<file path="config.mk">
export PLATFORM = sky130hd
export DESIGN_NAME = mem_arbiter
export DESIGN_NICKNAME = d
export VERILOG_FILES = /design/src/rtl/mem_arbiter.sv
export SDC_FILE = /design/constraint.sdc
export NUM_CORES = 1
export LEC_CHECK = 0
export CORE_MARGIN = 2
export CORE_UTILIZATION = 30
export CTS_CLUSTER_DIAMETER = 40
export DETAILED_ROUTE_END_ITERATION = 7
export PLACE_DENSITY = 0.79
export SLEW_MARGIN = 20
export SYNTH_ARGS = -nofsm -noshare
export SYNTH_HDL_FRONTEND = slang
export SYNTH_SLANG_ARGS = --single-unit
</file>
<file path="constraint.sdc">
create_clock -name clk -period 2.55 [get_ports clk]
set_clock_uncertainty 0.05 [all_clocks]
set_input_delay 0.3825 -clock clk [delete_from_list [all_inputs] [get_ports clk]]
set_output_delay 0.3825 -clock clk [all_outputs]
set_load 0.05 [all_outputs]
</file>
<file path="src/rtl/mem_arbiter.sv">
// Shares one single-port synchronous SRAM between an instruction-fetch and a
// load/store requester: round-robin arbitration with single-cycle read return.
module mem_arbiter #(
    parameter int AW = 32,
    parameter int DW = 32
) (
    input  logic            clk,
    input  logic            resetn,
    input  logic            inst_req,
    input  logic [AW-1:0]   inst_addr,
    input  logic            inst_flush,
    output logic            inst_ack,
    output logic            inst_rvalid,
    output logic [DW-1:0]   inst_rdata,
    input  logic            data_req,
    input  logic [DW/8-1:0] data_wen,
    input  logic [AW-1:0]   data_addr,
    input  logic [DW-1:0]   data_wdata,
    output logic            data_ack,
    output logic            data_rvalid,
    output logic [DW-1:0]   data_rdata,
    output logic            sram_en,
    output logic [DW/8-1:0] sram_wen,
    output logic [AW-1:0]   sram_addr,
    output logic [DW-1:0]   sram_wdata,
    input  logic [DW-1:0]   sram_rdata
);

    typedef enum logic {WIN_INST, WIN_DATA} winner_t;
    typedef enum logic [1:0] {OWN_NONE, OWN_INST, OWN_DATA} owner_t;

    winner_t       last_winner, last_winner_next;
    owner_t        owner, owner_next;
    logic          grant_inst, grant_data;
    logic [DW-1:0] inst_cap, data_cap;

    // Grants are gated by resetn so every output is quiet while reset is held.
    always_comb begin
        grant_inst = 1'b0;
        grant_data = 1'b0;
        if (resetn) begin
            if (inst_req && data_req) begin
                if (last_winner == WIN_INST) grant_data = 1'b1;
                else                         grant_inst = 1'b1;
            end else begin
                grant_inst = inst_req;
                grant_data = data_req;
            end
        end
    end

    always_comb begin
        sram_en          = 1'b0;
        sram_wen         = '0;
        sram_addr        = '0;
        sram_wdata       = '0;
        inst_ack         = grant_inst;
        data_ack         = grant_data;
        owner_next       = OWN_NONE;
        last_winner_next = last_winner;
        if (grant_data) begin
            sram_en    = 1'b1;
            sram_wen   = data_wen;
            sram_addr  = data_addr;
            sram_wdata = data_wdata;
            if (data_wen == '0) owner_next = OWN_DATA;
        end else if (grant_inst) begin
            sram_en    = 1'b1;
            sram_addr  = inst_addr;
            owner_next = OWN_INST;
        end
        // Round-robin history moves only when both sides actually competed.
        if (resetn && inst_req && data_req)
            last_winner_next = grant_data ? WIN_DATA : WIN_INST;
    end

    always_comb begin
        inst_rvalid = (owner == OWN_INST) && !inst_flush;
        data_rvalid = (owner == OWN_DATA);
        inst_rdata  = inst_rvalid ? sram_rdata : inst_cap;
        data_rdata  = data_rvalid ? sram_rdata : data_cap;
    end

    always_ff @(posedge clk or negedge resetn) begin
        if (!resetn) begin
            last_winner <= WIN_INST;
            owner       <= OWN_NONE;
            inst_cap    <= '0;
            data_cap    <= '0;
        end else begin
            last_winner <= last_winner_next;
            owner       <= owner_next;
            if (inst_rvalid) inst_cap <= sram_rdata;
            if (data_rvalid) data_cap <= sram_rdata;
        end
    end

endmodule

</file>
==> results of run 1 <==
## cell families after synthesis
| logic type | after synthesis |
|---|---|
| AOI/OAI and AO/OA | 33 |
| xor gates and xnor gates | 1 |
| buffers and inverters | 20 |
| DFF | 67 |
| muxes | 64 |
| and+or+nand+nor | 48 |
## state kept, by name, summed over array words and instances, names as in the netlist
register     flops
last_winner      1
inst_cap        32
data_cap        32
owner            2
## power by group through the flow
stage	logic, mW	registers [mW]	clock network (mW)
floorplan	2.11	1.45	0
global placement	3.81	1.47	0
detailed placement	3.86	1.49	0
CTS	3.87	1.46	0.939
global route	3.95	1.49	0.997
finish	3.84	1.46	0.910
## per-stage QoR
stage	instance area [µm²]	worst slack, ns
after global routing	7202	0.01002
after floorplan	3161	0.4486
after detailed placement	6985	0.1712
final	7202	0.04847
after global placement	6985	0.1898
after CTS	7202	0.06700
## path summary, 6_finish.rpt
path	end	slack (ns)	cells after the start
max in group asynchronous	inst_cap[13]	1.07	3
max reg2reg	inst_cap[12]	1.06	3
min reg2reg	inst_cap[22]	0.45	1
min	owner[1]	0.35	2
max	sram_addr[3]	0.05	6
min in group clk	inst_cap[22]	0.45	1
## synthesized netlist by cell type
cell type and number:
xnor2_1 1, mux2_2 62, nor3b_4 1, inv_1 1, dfrtp_1 67, buf_6 5, nand3_1 3, o21a_1 1
a21boi_0 1, buf_2 10, a22o_1 31, mux2_1 2, and2_1 27, buf_4 3, nand2_1 1, and3_1 3
nor4_1 1, nand2b_1 2, clkbuf_1 1, and2_4 10
## layout make-up
type / count / area share
multi-input combinational: 146 / 0.1876
clock buffer: 9 / 0.01720
timing repair buffer: 282 / 0.5268
tap: 136 / 0.02363
inverter: 1 / 0.0005212
clock inverter: 7 / 0.01147
sequential: 67 / 0.2328
## per-layer routing
| layer | vias to the layer above | part of all wire | global-route usage |
|---|---|---|---|
| li1 | 1379 | - | - |
| met1 | 1479 | 0.35 | 0.2371 |
| met2 | 153 | 0.55 | 0.4076 |
| met3 | 16 | 0.079 | 0.07234 |
| met4 | 0 | 0.022 | 0.06679 |
| met5 | - | 0 | 0 |
==> summary.md, run 1 <==
| Metric | Value |
|---|---|
| Worst IR drop on VDD | `just over 0.5 mV` |
| Number of different library cells in the post-synthesis netlist | `20` |
| Clock slew at reported path FFs | `around 0.08 ns` |
| Initial antenna violation count | `0` |
| Cell at the root of the clock tree | `clkbuf_8` |
| Setup_tns | `0 ns` |
| DRT Wirelength | `approximately 13 mm` |
| Number of top-level pins | `274` |
| Port Buffer Count | `273` |
| Multiplexer area fraction after synthesis | `0.2280` |
| Leak Pwr | `3.084 nW` |
| Largest family of logic cells by synthesized area | `multiplexers` |
| Number of rows in the core area | `37` |
| Clock buffer count from CTS | `9` |
| Adder and majority gate portion of the synthesized area | `0` |
| Minimum clock period | `about 2.5 ns` |
| Leading post-synthesis cells by cell area | `dfrtp_1 (53%), mux2_2 (22%), a22o_1 (8.6%)` |
| Pin count of the biggest net entering global routing | `70` |
| Worst path bufs/invs | `4` |
| Top fanout value on the critical path | `just under 70` |
| Unrepaired setup endpoints after global routing | `false` |
| Cell count after synthesis | `~230` |
| Cell taking the most area after synthesis | `dfrtp_1` |
| Max-slew headroom | `0.4442` |
| Area growth from synthesis to layout | `127.9%` |
| Count of hold-fix buffers inserted at cts | `1` |
| Resize count post-CTS | `0` |
| RR Startpoint | `owner[1]` |
| Storage element area | `between 1500 and 2000 µm²` |
| Commonest cells after routing, fill and taps aside | `clkdlybuf4s50_1 (135), buf_12 (107), dfrtp_1 (67)` |
| Syn nets | `370` |
| Switching component of the power | `around 2.7 mW` |
| Initial DRC count | `between 100 and 150` |
| Die boundary width | `106.6 µm` |
| Part of the cycle the worst path needs | `0.9810` |
| Max Clk Rate | `~0.4 GHz` |
| Syn avg cell area | `approximately 14 µm²` |
| Total grt overflow | `0` |
| Sw Share | `0.4384` |
| Commonest non-fill, non-tap cell in the layout | `clkdlybuf4s50_1` |
| Height of the die | `between 100 and 150 µm` |
| Final setup violation count | `0` |
| Share of synthesized cell area in and, or, nand and nor gates | `0.1049` |
| Start-to-end type of the worst setup path | `in2out` |
| WP data required | `between 2 and 2.5 ns` |
| Combinational group share of total power | `0.618` |
| Buffer levels on the longest clock path | `2` |
| Count of warnings emitted by yosys | `0` |
| Compound-cell area share of the yosys netlist | `0.09066` |
| Sequential fraction of design power | `0.235` |
| CTS HTree Levels | `3` |
| Share of power burned in the clock network | `0.147` |
| CTS tree | `built` |
| Largest stage delay, worst path | `between 0.5 and 0.6 ns` |
| Hold Vio Cnt, Final | `0` |
| Post-DRT Antenna Nets | `0` |
| Status | `completed` |
| Mapped Area | `roughly 3200 µm²` |
| DP HPWL | `around 11 mm` |
| Startpoint kind of the worst setup timing path | `input pin` |
| Share of Yosys cell area claimed by the top area cell type | `0.5305` |
| Via Count | `3027` |
| Cell type with the highest occurrence count on the critical path | `buf_12` |
| Total DRC errors in the routed layout | `0` |
| Number of global-route vias before repair | `around 3300` |
| Gr usage total | `0.2203` |
| Share of the yosys chip area belonging to registers | `0.5305` |
| Power Internal | `between 3 and 4 mW` |
| First element of the critical path | `resetn` |
| Core ar. | `about 10000 µm²` |
| Diodes inserted | `0` |
| Power, Total | `roughly 6.2 mW` |
| Critical path arrival | `between 2 and 2.5 ns` |
| Share of the core filled with cells in the final layout | `0.7008` |
| Global placer's final weighted congestion | `just over 0.8` |
| Length of the first detailed-routing pass in iterations | `4` |
| Worst-skew pair later-pin latency | `between 0.3 and 0.4 ns` |
| Hold slack final | `about 0.35 ns` |
| Wire length of the first global-routing pass | `about 19 mm` |
| Number of nets at the end of the flow | `~640` |
| Starting density of the core | `0.3075` |
| Worst min-delay path class | `in2async` |
| Placed Instances | `between 600 and 700` |
| Register bit count reported by yosys | `67` |
| Fillers | `720` |
| Worst-Margin Slew | `0.8337 ns` |
| Power density of the placed cells | `about 860 nW/µm²` |
| Number of maximum-capacitance constraint violations | `0` |
| # clock sinks | `67` |
| Nature of the critical path endpoint | `output pin` |
| DR WL/cell | `roughly 20 µm` |
| Total area of multi-input combinational cells | `roughly 1400 µm²` |
| Max-slew violations | `0` |
| Critical path, cell by cell | `dlygate4sd3_1 > buf_2 > and3_2 > buf_12 > a22o_1 > buf_12` |
| Fraction of final layout cells sized beyond drive strength 1 | `0.4629` |
| Non-filler instance count after layout | `between 600 and 700` |
| Overall die area | `roughly 11000 µm²` |
| Number of post-CTS setup repair buffers | `0` |
| Vias per cell | `about 4.7` |
| Worst path top cell family by delay | `buffers and inverters` |
| Slowest cell on the critical path | `dlygate4sd3_1` |
| Xor and xnor fraction of the mapped netlist area | `0.002771` |
Power figures use the tool's default switching activity.
==> inputs of run 2 (changes only) <==
--- a/config.mk
+++ b/config.mk
@@ -5,6 +5,7 @@
 export SDC_FILE = /design/constraint.sdc
 export NUM_CORES = 1
 export LEC_CHECK = 0
+export ABC_CLOCK_PERIOD_IN_PS = 2550
 export CORE_MARGIN = 2
 export CORE_UTILIZATION = 30
 export CTS_CLUSTER_DIAMETER = 40
==> results of run 2 <==
Final layout, timing and power as in run 1 (identical DEF).
